<file path="config.mk">
export PLATFORM = sky130hd
export DESIGN_NAME = iq_sample_unpack_flat
export DESIGN_NICKNAME = d
export VERILOG_FILES = /design/src/rtl/iq_sample_unpack_if.sv /design/src/rtl/iq_sample_unpack.sv /design/src/flat_wrapper.sv
export SDC_FILE = /design/constraint.sdc
export NUM_CORES = 1
export LEC_CHECK = 0
export BUFFER_PORTS_ARGS = -buffer_cell sky130_fd_sc_hd__buf_2
export CAP_MARGIN = 20
export CORE_MARGIN = 3
export CORE_UTILIZATION = 62
export CTS_CLUSTER_SIZE = 8
export DETAILED_ROUTE_END_ITERATION = 7
export PLACE_DENSITY = 0.85
export SYNTH_ARGS = -nofsm -noshare
export SYNTH_HDL_FRONTEND = slang
export SYNTH_SLANG_ARGS = --single-unit
</file>
<file path="constraint.sdc">
create_clock -name clk -period 7.7 [get_ports clk]
set_input_delay 1.155 -clock clk [delete_from_list [all_inputs] [get_ports clk]]
set_output_delay 1.155 -clock clk [all_outputs]
set_load 0.01 [all_outputs]
</file>
<file path="src/rtl/iq_sample_unpack_if.sv">
// Bundle between the serial-to-parallel merge stage, the I/Q unpack FIFO and
// the demodulator core: merged-word strobe in, valid/ready I/Q pairs out.
interface iq_sample_unpack_if #(
  parameter int WIDTH = 16,
  parameter int DEPTH = 4
);
  localparam int FILL_W = $clog2(DEPTH) + 1;

  logic [2*WIDTH-1:0]       word_i;
  logic                     word_valid_i;
  logic signed [WIDTH-1:0]  i_o;
  logic signed [WIDTH-1:0]  q_o;
  logic                     valid_o;
  logic                     ready_i;
  logic [FILL_W-1:0]        fill_o;
  logic                     overflow_o;
  logic [7:0]               drop_count_o;

  // Producer/consumer side: drives the word strobe and the consumer ready.
  modport master (
    output word_i, word_valid_i, ready_i,
    input  i_o, q_o, valid_o, fill_o, overflow_o, drop_count_o
  );

  // FIFO side.
  modport slave (
    input  word_i, word_valid_i, ready_i,
    output i_o, q_o, valid_o, fill_o, overflow_o, drop_count_o
  );
endinterface

</file>
<file path="src/rtl/iq_sample_unpack.sv">
// Captures merged 2*WIDTH-bit words, splits them into signed I/Q pairs and
// buffers them in a DEPTH-entry FIFO with sticky overflow and a drop counter.
module iq_sample_unpack #(
  parameter int WIDTH = 16,
  parameter int DEPTH = 4
) (
  input logic              clk,
  input logic              rst,
  iq_sample_unpack_if.slave bus
);
  localparam int AW     = $clog2(DEPTH);
  localparam int FILL_W = AW + 1;
  localparam logic [FILL_W-1:0] FILL_FULL = FILL_W'(DEPTH);

  logic [2*WIDTH-1:0] mem [DEPTH];
  logic [AW-1:0]      wr_ptr;
  logic [AW-1:0]      rd_ptr;
  logic [FILL_W-1:0]  fill;
  logic               overflow;
  logic [7:0]         drop_count;

  logic full;
  logic valid;
  logic pop;
  logic push;
  logic drop;

  assign full  = (fill == FILL_FULL);
  assign valid = (fill != '0);
  assign pop   = valid && bus.ready_i;
  // A pop in the same cycle frees a slot, so a full FIFO still accepts.
  assign push  = bus.word_valid_i && (!full || pop);
  assign drop  = bus.word_valid_i && full && !pop;

  // NOTE: storage sits under the synchronous reset so the head reads 0 after
  // reset; sequential state is updated with non-blocking assignments only.
  always_ff @(posedge clk) begin
    if (rst) begin
      for (int i = 0; i < DEPTH; i++) mem[i] <= '0;
      wr_ptr     <= '0;
      rd_ptr     <= '0;
      fill       <= '0;
      overflow   <= 1'b0;
      drop_count <= 8'd0;
    end else begin
      if (push) begin
        mem[wr_ptr] <= bus.word_i;
        wr_ptr      <= wr_ptr + AW'(1);
      end
      if (pop) rd_ptr <= rd_ptr + AW'(1);

      case ({push, pop})
        2'b10:   fill <= fill + FILL_W'(1);
        2'b01:   fill <= fill - FILL_W'(1);
        default: fill <= fill;
      endcase

      if (drop) begin
        overflow <= 1'b1;
        if (drop_count != 8'hFF) drop_count <= drop_count + 8'd1;
      end
    end
  end

  // Pure bit slice of the head entry: upper half is I, lower half is Q.
  assign bus.i_o          = mem[rd_ptr][2*WIDTH-1:WIDTH];
  assign bus.q_o          = mem[rd_ptr][WIDTH-1:0];
  assign bus.valid_o      = valid;
  assign bus.fill_o       = fill;
  assign bus.overflow_o   = overflow;
  assign bus.drop_count_o = drop_count;
endmodule

</file>
<file path="src/flat_wrapper.sv">
// flat-port wrapper written by rule: the top's interface ports become plain ports
module iq_sample_unpack_flat 
#(
  parameter int WIDTH = 16,
  parameter int DEPTH = 4
)
  (clk, rst, bus_word_i, bus_word_valid_i, bus_ready_i, bus_i_o, bus_q_o, bus_valid_o, bus_fill_o, bus_overflow_o, bus_drop_count_o);
  iq_sample_unpack_if #(.WIDTH(WIDTH), .DEPTH(DEPTH)) bus_i ();
  input logic clk;
  input logic rst;
  input wire logic [$bits(bus_i.word_i)-1:0] bus_word_i;
  input wire logic [$bits(bus_i.word_valid_i)-1:0] bus_word_valid_i;
  input wire logic [$bits(bus_i.ready_i)-1:0] bus_ready_i;
  output wire logic [$bits(bus_i.i_o)-1:0] bus_i_o;
  output wire logic [$bits(bus_i.q_o)-1:0] bus_q_o;
  output wire logic [$bits(bus_i.valid_o)-1:0] bus_valid_o;
  output wire logic [$bits(bus_i.fill_o)-1:0] bus_fill_o;
  output wire logic [$bits(bus_i.overflow_o)-1:0] bus_overflow_o;
  output wire logic [$bits(bus_i.drop_count_o)-1:0] bus_drop_count_o;
  assign bus_i.word_i = bus_word_i;
  assign bus_i.word_valid_i = bus_word_valid_i;
  assign bus_i.ready_i = bus_ready_i;
  assign bus_i_o = bus_i.i_o;
  assign bus_q_o = bus_i.q_o;
  assign bus_valid_o = bus_i.valid_o;
  assign bus_fill_o = bus_i.fill_o;
  assign bus_overflow_o = bus_i.overflow_o;
  assign bus_drop_count_o = bus_i.drop_count_o;
  iq_sample_unpack #(.WIDTH(WIDTH), .DEPTH(DEPTH)) u_core (.clk(clk), .rst(rst), .bus(bus_i));
endmodule
</file>
==> summary by stage <==
Status
The flow ran to the end, and the final reports show no timing, DRC or antenna violations.

Global route
The met2 capacity usage during global routing is 40.72%. The global-route wire length before repair is 20.61 mm. The number of global-route vias before repair was 3,951. The total congestion overflow is 0.

The number of antenna violations at the first check in global routing came to 0. In the global route stage, met3 resource usage came out at 6.419%. The overall fraction of global-route tracks in use is 24.18%.

For met1 alone, demand over resource in global routing was 30.74%. The peak-usage layer in the global routing report is met2. Entering global routing, the biggest net connects 33 pins.

Critical path
The arrival time at the worst endpoint is 2.45 ns. The startpoint kind of the worst setup timing path is a flop. The maximum single-stage delay on the critical path is 0.72 ns. STA classifies the critical path endpoint as an output port. The data required time of the worst path is 6.55 ns. The setup path with the least slack is of type flop to output port. The critical path buffer and inverter count is 2. The dominant delay contributor by cell family on the critical path is flip-flops. The cell with the largest stage delay on the worst path is dfxtp_2. In this run the worst path has a maximum fanout of 17. Walking the worst path, the cells encountered are buf_4 -> mux4_2 -> buf_2.

Clock network
Buffers added to address setup during post-CTS repair amount to 0. The TritonCTS clock tree is yes. The maximum level of the CTS H-tree is 4. Clock-pin slew was measured on the worst setup and hold paths at 0.06 ns. For this design, the sink count on the clock tree is 146. The post-cts hold buffer count is 0.

The post-cts sizing count is 0. No sink is reached through more buffers than the 2 on the longest clock path. Counting the buffers created by CTS gives 17. The clock latency of the later-clocked register in the worst-skew pair is 0.51 ns. The clock tree root driver cell is clkbuf_8.

STA
The shortest period the worst path allows is 3.602 ns. At the pin with the least slew margin, the transition time is 1.091 ns. The upper clock frequency limit is 277.6 MHz. The final-report max-slew violation count came to 0. Setup repair after global routing left no endpoint under its margin. The relative slew slack is 27.09%.

The number of hold violations in the final report is 0. The post-route setup TNS is 0 ns. On the final layout, the worst clock skew is 0.007831 ns. Of the available clock period, the critical path in the final layout requires 46.78%. The final setup violation count is 0.

Yosys
The most used flip-flop cell after synthesis is edfxtp_1. The post-synthesis instance area is 0.006409 sq mm. The mean cell area of the mapped netlist is 15.75 sq um. Synthesis handed over a netlist of 407 instances.

The number of enable flip-flop cells after synthesis is 128. In the synthesized netlist the async set-or-reset flop fraction comes to 0%. The number of warning messages in the yosys log is 0. Synthesis inferred 146 register bits. Synthesis instantiated 43 different standard cells from the library. The number of nets in the synthesized netlist is 446. For this run, the register share of the synthesized area comes to 65.60%.

Pwr
The analysis attributes to cell leakage a power of 2.884 nW. Combinational cells account for 17.6% of the total power. The design draws 0.002207 W. The switching portion of total power is 24.93%. The peak supply drop is 0.1893 mV. Cell internal power was estimated by the tool at 0.001657 W. The power density over the cells is 293.1 mW/mm^2.

The net switching component of the power is 0.0005502 W. The sequential power share is 45.5%. The proportion of power drawn by the clock network is 36.9%.

Finish
The total inserted antenna cells is 0. Once layout is complete, the utilization of the core stands at 76.00%. The final net count is 528. The library cells used most frequently in the layout, excluding fill and tap cells, are and2_1, edfxtp_1, buf_2, mux4_2. The signed area change from the synthesized netlist to the final layout is 17.51%.

The most common cell after layout, fill and taps aside is and2_1. The post-route netlist has 32.20% of its cells at a drive strength greater than 1.

Die
The die covers 0.01159 sq mm. The initial utilization of the core area, before any placement, comes to 64.67%. The horizontal extent of the die is 107.7 microns.

In this run the core area contains 36 standard-cell rows. The floorplan core area is 0.009910 sq mm. The number of top-level pins is 81. The die extent in y is 107.7 microns.

Place
The number of port buffers is 80. Detailed placement finished with a half-perimeter wire length of 7.247 mm. Routability-driven placement finished with a final weighted congestion of 0.7903.

Drt
The routed length per instance is 20.55 microns. The post-route DRC violation count is 0. Dividing the detail-routed via count by the number of cells gives 5.825. For this block, the initial DRC count from the detailed router was 325. The number of nets still failing antenna checks after routing is 0. For this run, the detailed router's first-pass iteration total came to 5.

The final route contains 3,687 vias. For this block, the routed nets add up to 13.01 mm of wire.

Hold path
The type of the worst min-delay path is flop to flop.

Job
Max-cap violations in this run came to 0.
per-stage QoR:
step / hold slack [ns] / instances / setup WS, ns / instance area, sq um
floorplan: 0.4847 / 407 / 4.313 / 6409
global placement: 0.4480 / 601 / 4.457 / 6899
detailed placement: 0.4521 / 602 / 4.371 / 6927
CTS: 0.4669 / 632 / 4.002 / 7511
global route: 0.4923 / 633 / 3.929 / 7531
finish: 0.4604 / 633 / 4.098 / 7531
registers in the layout (all words and copies together), names as in the netlist, named ones only:
| signal | flops |
|---|---|
| u_core.wr_ptr | 2 |
| u_core.mem | 128 |
| u_core.bus.drop_count_o | 8 |
| u_core.bus.fill_o | 3 |
| u_core.rd_ptr | 2 |
| u_core.bus.overflow_o | 1 |
synth_stat cells, drive strengths merged (3+ instances only):
cell | count | share of area [%]
and2 | 129 | 13
edfxtp | 128 | 60
mux4 | 32 | 11
dfxtp | 18 | 5.6
buf | 17 | 1.9
nor2 | 13 | 0.92
nand2 | 7 | 0.53
nor3 | 7 | 0.62
clkbuf | 6 | 0.35
xor2 | 5 | 0.68
a31oi | 4 | 0.39
nand3 | 4 | 0.39
a21oi | 3 | 0.23
inv | 3 | 0.18
nand2b | 3 | 0.29
nor4 | 3 | 0.53
o21bai | 3 | 0.35
kinds of logic (layout without fill, tap and decap cells):
group,count (synthesis),after routing,synth area share (%)
adder cells (fa/ha/maj),3,3,0.7028
multiplexers,34,34,11.58
AO/OA/AOI/OAI,17,17,1.972
flip-flops,146,146,65.60
AND/OR/NAND/NOR,175,175,16.91
XOR/XNOR,6,6,0.8200
buffers and inverters,26,119,2.421
worst paths after layout:
| kind | startpoint | slack (ns) | to | depth (start not counted) |
|---|---|---|---|---|
| setup / recovery | flop | 4.10 | bus_q_o[13] | 3 |
| hold / removal | u_core.bus.overflow_o$_SDFFE_PP0P_ | 0.46 | u_core.bus.overflow_o$_SDFFE_PP0P_ | 2 |
| setup reg to reg | u_core.bus.fill_o[0]$_SDFFE_PP0P_ | 5.19 | u_core.bus.fill_o[2]$_SDFFE_PP0P_ | 8 |
| hold reg to reg | u_core.bus.overflow_o$_SDFFE_PP0P_ | 0.46 | u_core.bus.overflow_o$_SDFFE_PP0P_ | 2 |
area by class of cell:
type	instances	area (sq um)
clock buffers	18	417.9
clock inverters	12	166.4
fillers	612	2379
inverters	3	11.26
multi-input cells	235	2085
flip-flops and latches	146	4207
well taps	133	166.4
repair buffers	86	478.0
metal layers:
| metal | share of wire (%) | routed length [microns] |
|---|---|---|
| met1 | 38 | 4941 |
| met2 | 53 | 6950 |
| met3 | 7.3 | 946 |
| met4 | 1.3 | 170 |
| met5 | 0 | 0 |
worst reg2reg max path, cell delays in order (launching register included):
cell and delay [ns]:
dfxtp_1 0.36, or4b_4 0.62, nand2_4 0.18, ha_1 0.21, inv_1 0.06, fa_1 0.37, xor2_1 0.17, or3_1 0.32
a21oi_1 0.15
power by group through the flow:
stage	sequential, W	clock (W)	combinational [W]
2_1_floorplan	0.000985	0	0.000281
3_3_place_gp	0.00101	0	0.000378
3_5_place_dp	0.00102	0	0.000385
4_1_cts	0.00101	0.000819	0.000392
5_1_grt	0.00102	0.000854	0.000420
6_report	0.00100	0.000813	0.000389
No activity file was read; power rests on OpenSTA's default activity.
